--- src/rtl/addnc_pkg.sv ---
// Shared definitions for the segmented add/subtract-with-carry pipeline:
// mode encodings and the stage-count helper also used by the Karuta glue.
package addnc_pkg;

    localparam logic ADDNC_MODE_ADD = 1'b0;
    localparam logic ADDNC_MODE_SUB = 1'b1;

    function automatic int addnc_nseg(input int width, input int seg_w);
        return width / seg_w;
    endfunction

endpackage

--- src/rtl/addnc_seg.sv ---
// One SEG_W-bit adder stage: registers its sum segment, carry-out and valid
// bit whenever the pipeline advances.
module addnc_seg #(
    parameter int SEG_W = 8
) (
    input  logic             clk,
    input  logic             rst,
    input  logic             en,
    input  logic             vld_in,
    input  logic [SEG_W-1:0] a,
    input  logic [SEG_W-1:0] b,
    input  logic             cin,
    output logic             vld_out,
    output logic [SEG_W-1:0] sum,
    output logic             cout
);

    always_ff @(posedge clk) begin
        if (!rst) begin
            vld_out <= 1'b0;
            sum     <= '0;
            cout    <= 1'b0;
        end else if (en) begin
            vld_out     <= vld_in;
            {cout, sum} <= {1'b0, a} + {1'b0, b} + {{SEG_W{1'b0}}, cin};
        end
    end

endmodule

--- src/rtl/addnc_pipe.sv ---
// Pipelined add/subtract-with-carry, one SEG_W segment per stage with a
// valid/ready handshake. Define ADDNC_OVERFLOW_EN to add the ret_2 overflow port.
module addnc_pipe import addnc_pkg::*; #(
    parameter int WIDTH = 32,
    parameter int SEG_W = 8
) (
    input  logic             clk,
    input  logic             rst,
    input  logic             arg_valid,
    output logic             arg_ready,
    input  logic [WIDTH-1:0] arg_0,
    input  logic [WIDTH-1:0] arg_1,
    input  logic             arg_2,
    input  logic             arg_3,
    output logic             ret_valid,
    input  logic             ret_ready,
    output logic             ret_0,
    output logic [WIDTH-1:0] ret_1
`ifdef ADDNC_OVERFLOW_EN
    ,
    output logic             ret_2
`endif
);

    localparam int NSEG = addnc_nseg(WIDTH, SEG_W);

    logic                        adv;
    logic                        sub;
    logic [WIDTH-1:0]            b_cond;
    logic [NSEG:0]               vld_pipe;
    logic [NSEG:0]               cy;
    logic [NSEG-1:0][SEG_W-1:0]  sa, sb, sum;

    // A stalled output freezes every stage, so one signal gates the whole pipe.
    assign adv       = !ret_valid || ret_ready;
    assign arg_ready = adv;

    // Subtract is A + ~B + ~borrow_in, so carry-out reads as not-borrow.
    assign sub         = (arg_3 == ADDNC_MODE_SUB);
    assign b_cond      = sub ? ~arg_1 : arg_1;
    assign cy[0]       = sub ? ~arg_2 : arg_2;
    assign vld_pipe[0] = arg_valid;
    assign sa[0]       = arg_0[SEG_W-1:0];
    assign sb[0]       = b_cond[SEG_W-1:0];

    for (genvar k = 0; k < NSEG; k++) begin : stg
        addnc_seg #(.SEG_W(SEG_W)) u_seg (
            .clk     (clk),
            .rst     (rst),
            .en      (adv),
            .vld_in  (vld_pipe[k]),
            .a       (sa[k]),
            .b       (sb[k]),
            .cin     (cy[k]),
            .vld_out (vld_pipe[k+1]),
            .sum     (sum[k]),
            .cout    (cy[k+1])
        );

        // Operand segments k+1.. not yet consumed ride alongside stage k.
        if (k < NSEG-1) begin : g_skew
            localparam int HW = (NSEG-1-k)*SEG_W;
            logic [HW-1:0] a_hi, b_hi;

            if (k == 0) begin : g_in
                always_ff @(posedge clk) begin
                    if (!rst) begin
                        a_hi <= '0;
                        b_hi <= '0;
                    end else if (adv) begin
                        a_hi <= arg_0[WIDTH-1:SEG_W];
                        b_hi <= b_cond[WIDTH-1:SEG_W];
                    end
                end
            end else begin : g_in
                always_ff @(posedge clk) begin
                    if (!rst) begin
                        a_hi <= '0;
                        b_hi <= '0;
                    end else if (adv) begin
                        a_hi <= stg[k-1].g_skew.a_hi[HW+SEG_W-1:SEG_W];
                        b_hi <= stg[k-1].g_skew.b_hi[HW+SEG_W-1:SEG_W];
                    end
                end
            end

            assign sa[k+1] = a_hi[SEG_W-1:0];
            assign sb[k+1] = b_hi[SEG_W-1:0];
        end

        // Result segments 0..k-1 already resolved travel forward with stage k.
        if (k > 0) begin : g_fwd
            logic [k*SEG_W-1:0] lo;

            if (k == 1) begin : g_lo
                always_ff @(posedge clk) begin
                    if (!rst)     lo <= '0;
                    else if (adv) lo <= sum[0];
                end
            end else begin : g_lo
                always_ff @(posedge clk) begin
                    if (!rst)     lo <= '0;
                    else if (adv) lo <= {sum[k-1], stg[k-1].g_fwd.lo};
                end
            end
        end
    end

    if (NSEG == 1) begin : g_ret1
        assign ret_1 = sum[0];
    end else begin : g_ret
        assign ret_1 = {sum[NSEG-1], stg[NSEG-1].g_fwd.lo};
    end

    assign ret_valid = vld_pipe[NSEG];
    assign ret_0     = cy[NSEG];

`ifdef ADDNC_OVERFLOW_EN
    // Sign bits of the conditioned MSB operands, captured with the last stage;
    // equal signs with a differing result sign is carry-in XOR carry-out at the MSB.
    logic a_msb, b_msb;

    always_ff @(posedge clk) begin
        if (!rst) begin
            a_msb <= 1'b0;
            b_msb <= 1'b0;
        end else if (adv) begin
            a_msb <= sa[NSEG-1][SEG_W-1];
            b_msb <= sb[NSEG-1][SEG_W-1];
        end
    end

    assign ret_2 = (a_msb == b_msb) && (ret_1[WIDTH-1] != a_msb);
`endif

endmodule

--- config.mk ---
export PLATFORM = sky130hd
export DESIGN_NAME = addnc_pipe
export DESIGN_NICKNAME = d
export VERILOG_FILES = /design/src/rtl/addnc_pkg.sv /design/src/rtl/addnc_seg.sv /design/src/rtl/addnc_pipe.sv
export SDC_FILE = /design/constraint.sdc
export NUM_CORES = 1
export LEC_CHECK = 0
export CORE_MARGIN = 2
export CORE_UTILIZATION = 55
export CTS_BUF_LIST = sky130_fd_sc_hd__clkbuf_2 sky130_fd_sc_hd__clkbuf_4 sky130_fd_sc_hd__clkbuf_8
export DETAILED_ROUTE_END_ITERATION = 8
export DONT_BUFFER_PORTS = 1
export GPL_TIMING_DRIVEN = 0
export HOLD_SLACK_MARGIN = 0.15
export PLACE_DENSITY = 0.74
export SYNTH_ARGS = -nofsm -noshare
export SYNTH_HDL_FRONTEND = slang
export SYNTH_SLANG_ARGS = --single-unit
--- constraint.sdc ---
create_clock -name clk -period 3.3 [get_ports clk]
set_clock_uncertainty 0.2 [all_clocks]
set_input_delay 0.495 -clock clk [delete_from_list [all_inputs] [get_ports clk]]
set_output_delay 0.495 -clock clk [all_outputs]
set_load 0.02 [all_outputs]
After elaboration in Yosys (flattened, before gate mapping)

Index checks and enable logic that the tools add are counted.

Reductions and logical operators: 2
Muxes and demuxes: 2
Add/sub/neg operators: 8
Bitwise gates (word level): 2

Operator list:

| operator           | count |
|---|---|
| $add A8 B8 Y9      | 4 |
| $add A9 B1 Y9      | 4 |
| $mux W32           | 1 |
| $not A32 Y32       | 1 |
| $logic_not A1 Y1   | 1 |
| $logic_or A1 B1 Y1 | 1 |
| $mux W1            | 1 |
| $not A1 Y1         | 1 |

Output and inout bits: 35
Register bits: 184
Bits of input ports: 70
Logic and storage cells: 35

Depth between registers and ports, before layout

Depth after elaboration: 4
Gate-level depth with buffers: 10
Depth with buffers taken out: 8

By module

From an unflattened synthesis, not the netlist that was laid out.

Cell total of the unflattened synthesis: 930
Area, all modules: 8310.5 um^2

By module, submodules not included:

| module                       | times used | sequential area each (um^2) | cells an instance | area an instance (um^2) |
|---|---|---|---|---|
| addnc_pipe                   | 1          | 2882.8                      | 638               | 5500.3 |
| addnc_seg (stg[1].u_seg ...) | 3          | 200.2                       | 73                | 701.9 |
| addnc_seg (stg[0].u_seg)     | 1          | 200.2                       | 73                | 704.4 |

Worst setup path before layout

Ideal clock, no wire load.

Path type: in2reg
From: input port arg_3
To: register stg[0].u_seg.sum[6]
Arrival time: 2.306 ns
Setup slack: 0.707 ns
Setup time: 0.087 ns
Cell stages on the path: 10
Path buffers: 2
Data required time: 3.013 ns
Path through: buf_2 -> buf_4 -> xor2_1 -> fa_1 -> inv_1 -> fa_1 -> nor2b_1 -> o2111a_1 -> nor3_1 -> o31ai_1

Cells in the longest elaborated chain, start to end: 3
Elaborated cells on any way between the ends: 4
Classes of those cells: add/sub: 2; mux: 2

RTL lines:

| item                   | line             | RTL |
|---|---|---|
| start: declaration     | addnc_pipe.sv:14 | `input logic arg_3,` |
| $mux W32               | addnc_pipe.sv:40 | `assign b_cond = sub ? ~arg_1 : arg_1;` |
| $add A8 B8 Y9          | addnc_seg.sv:25  | `{cout, sum} <= {1'b0, a} + {1'b0, b} + {{SEG_W{1'b0}}, cin};` |
| $add A9 B1 Y9 *        | addnc_seg.sv:25  |  |
| end signal: assignment | addnc_seg.sv:25  |  |
| end: declaration       | addnc_seg.sv:14  | `output logic [SEG_W-1:0] sum,` |

Every way passes the cells marked *; elsewhere a longest branch is shown, timed or not.
A chain may end at the register's enable or synchronous reset.

Final worst setup path

From: register stg[3].u_seg.vld_out
To: output port arg_ready

Cells in the longest elaborated chain, start to end: 2

RTL lines:

| item                     | line             | RTL |
|---|---|---|
| start: declaration       | addnc_seg.sv:13  | `output logic vld_out,` |
| start signal: assignment | addnc_seg.sv:24  | `vld_out <= vld_in;` |
| $logic_not A1 Y1         | addnc_pipe.sv:35 | `assign adv = !ret_valid \|\| ret_ready;` |
| $logic_or A1 B1 Y1       | addnc_pipe.sv:35 |  |
| end: declaration         | addnc_pipe.sv:10 | `output logic arg_ready,` |

No other way between the ends.

==> flow_summary.json <==
{
  "outcome": "completed",
  "cts_tree": "built",
  "register_area_mm2": 0.003684,
  "critPathRequiredTime_ps": 2600,
  "rsz0062_at_grt": "no",
  "area_growth_pct": 13.68,
  "dr.first_iter.drc_count": 420,
  "grt.overflow.total": 0,
  "drv_cap": 0,
  "initial_core_util_pct": 56.66,
  "drive_above_1_share_pct": 9.243,
  "synth.ff_latch_count": 184,
  "fp.dieH_um": 123.8,
  "worstHoldStart": "arg_0[7]",
  "yosysTopAreaCell": "dfxtp_1",
  "antenna_found_initial": 0,
  "worst-path-max-fanout": 10,
  "p_leak_nw": 3.620,
  "slew_headroom_pct": 59.77,
  "num_rows": 43,
  "r2r-start": "stg[0].g_skew.a_hi[0]$_SDFFE_PN0P_",
  "vias": 6577,
  "ir_drop_mv": 0.3777,
  "yosysWarnings": 0,
  "globalplace.congestion": 0.9670,
  "final_cell_mix": "nand2_1 (279), dfxtp_1 (184), a21oi_1 (158)",
  "drv_slew": 0,
  "ioPinCount": 105,
  "setup_viol": 0,
  "crit_type": "flop to output pin",
  "ys_types": 44,
  "syn_inst": 937,
  "grt_usage_pct": 28.25,
  "synth_area_mm2": 0.007895,
  "dieArea_mm2": 0.01533,
  "final_common_cell": "nand2_1",
  "power_mw": 4.447,
  "dr.pass1.iters": 5,
  "drc_errors": 0,
  "grt_max_degree": 17,
  "yosys-top-cells-area": "dfxtp_1 (47%), nand2_1 (13%), a21oi_1 (10%)",
  "fin_setup_tns_ps": 0,
  "routed_wl_um": 20790,
  "clkLatencyLatePin_ps": 470,
  "port_buffers": 0,
  "h-tree-depth": 4,
  "chipWidth_um": 123.8,
  "cts_buffers": 17,
  "critical_path.endpoint_type": "output pin",
  "critical_path_arrival_ps": 1870,
  "grt_pass1_wl_um": 32400,
  "cellPowerDensity_mw_per_mm2": 495.4,
  "min_path_type": "input pin to flop",
  "finish.instance_area_mm2": 0.008975,
  "tightestPinTransition_ps": 603.5,
  "diodes": 0,
  "min_path_cells": 3,
  "clockBufferDepth": 2,
  "fin_crit_sh_pct": 77.67,
  "routed_via_density": 5.495,
  "cts_sinks": 184,
  "multi_input_area_mm2": 0.003830,
  "grt_pass1_vias": 6165,
  "post_cts_resized": 0,
  "synth_nets": 1043,
  "synth_area_per_cell_um2": 8.426,
  "fmax_mhz": 390.1,
  "reg2reg_depth": 6,
  "synth_top_area_share_pct": 46.66,
  "dp.cells": 1117,
  "dp_hpwl_um": 14710,
  "cts-root-buf": "clkbuf_8",
  "core_area_mm2": 0.01393,
  "timing.critical_path.from_type": "flop",
  "stdcell_count": 1197,
  "nets": 1112,
  "placed_area_mm2": 0.008120,
  "synth.yosys.seq_area_share_pct": 46.66,
  "holdWs_ps": 179.1,
  "crit_start": "stg[3].u_seg.vld_out$_SDFFE_PN0P_",
  "final_antenna_net_count": 0,
  "fill_cells": 1209,
  "fin_crit_ps": 2563,
  "clk_pin_slew_ps": 90,
  "drt-wirelength-per-cell_um": 17.37,
  "hold_viol": 0
}
## sequential cells by signal, indices dropped and copies added, names as in the netlist
signal,cells
stg.u_seg.vld_out,4
stg.g_fwd.lo,48
stg.u_seg.sum,32
stg.g_skew.b_hi,48
stg.g_skew.a_hi,48
stg.u_seg.cout,4
## cells by family (layout without fill, tap and decap cells)
family	Yosys count	count (layout)	synth area share, %
xor gates and xnor gates	47	47	5.214
DFF	184	184	46.66
AOI/OAI and AO/OA	245	245	18.27
adders and majority gates	36	36	6.466
muxes	8	8	1.189
and+or+nand+nor	340	340	17.37
buffers and inverters	77	157	4.834
## per-layer routing
metal  vias up  global-route usage (%)  share of wire [%]
met1      3079                   38.37                 46
met4         0                   7.528                1.3
met5         -                       0                  0
met3        18                   6.181                5.8
li1       3288                       -                  -
met2       192                   45.64                 47
## critical path, stage by stage (launching register included)
cell and delay (ps):
dfxtp_1 390, nor2b_4 170, inv_2 170, buf_2 290
buf_2 380
## what timing repair did
| action | 4_1_cts | 5_1_grt |
|---|---|---|
| hold endpoints to repair | 52 | 0 |
| hold buffers | 50 | 0 |
| setup buffers | 0 | 0 |
## stage by stage
stage          setup slack, ps  util (%)
2_1_floorplan            707.2         -
3_3_place_gp             507.0     58.27
3_5_place_dp             482.4     58.27
4_1_cts                  742.7     64.41
5_1_grt                  673.5     64.41
6_report                 736.9     64.41
## area by class of cell
class / count / share of cell area [%]
multi-input cells: 676 / 42.67
flip-flops and latches: 184 / 41.04
repair buffers: 50 / 5.576
plain buffers: 64 / 3.708
clock buffers: 21 / 3.081
well taps: 180 / 2.509
clock inverters: 9 / 0.8644
inverters: 13 / 0.5437
## power breakdown
group	leakage [nW]	switching (mW)	internal, mW
logic	1.93	0.301	0.251
registers	1.51	0.119	2.37
clock network	0.180	0.769	0.637
total	3.62	1.19	3.26
## synthesized netlist by cell type (all sizes together)
master and instances:
nor3 1, nand3 6, mux2 8, xor2 13, a221oi 3, a31oi 1
nor2 32, o21ai 16, o211a 3, fa 8, o31ai 1, o2111ai 1
clkbuf 11, or3 1, nor3b 4, o2bb2ai 5, nand4 4, nor2b 2
nand2 279, nand2b 3, o211ai 1, buf 53, xnor2 34, a21o 12
a211oi 31, o221ai 3, a21oi 158, o22ai 7, ha 28, or2b 1
o2111a 1, inv 13, and3 7, o21a 2, dfxtp 184
## worst paths after layout
| kind | end | slack [ps] |
|---|---|---|
| max | arg_ready | 740 |
| min | stg[0].u_seg.cout$_SDFFE_PN0P_ | 180 |
| max reg2reg | stg[1].u_seg.sum[6]$_SDFFE_PN0P_ | 900 |
| min reg2reg | stg[2].g_fwd.lo[2]$_SDFFE_PN0P_ | 250 |
No activity file was read; power rests on OpenSTA's default activity.
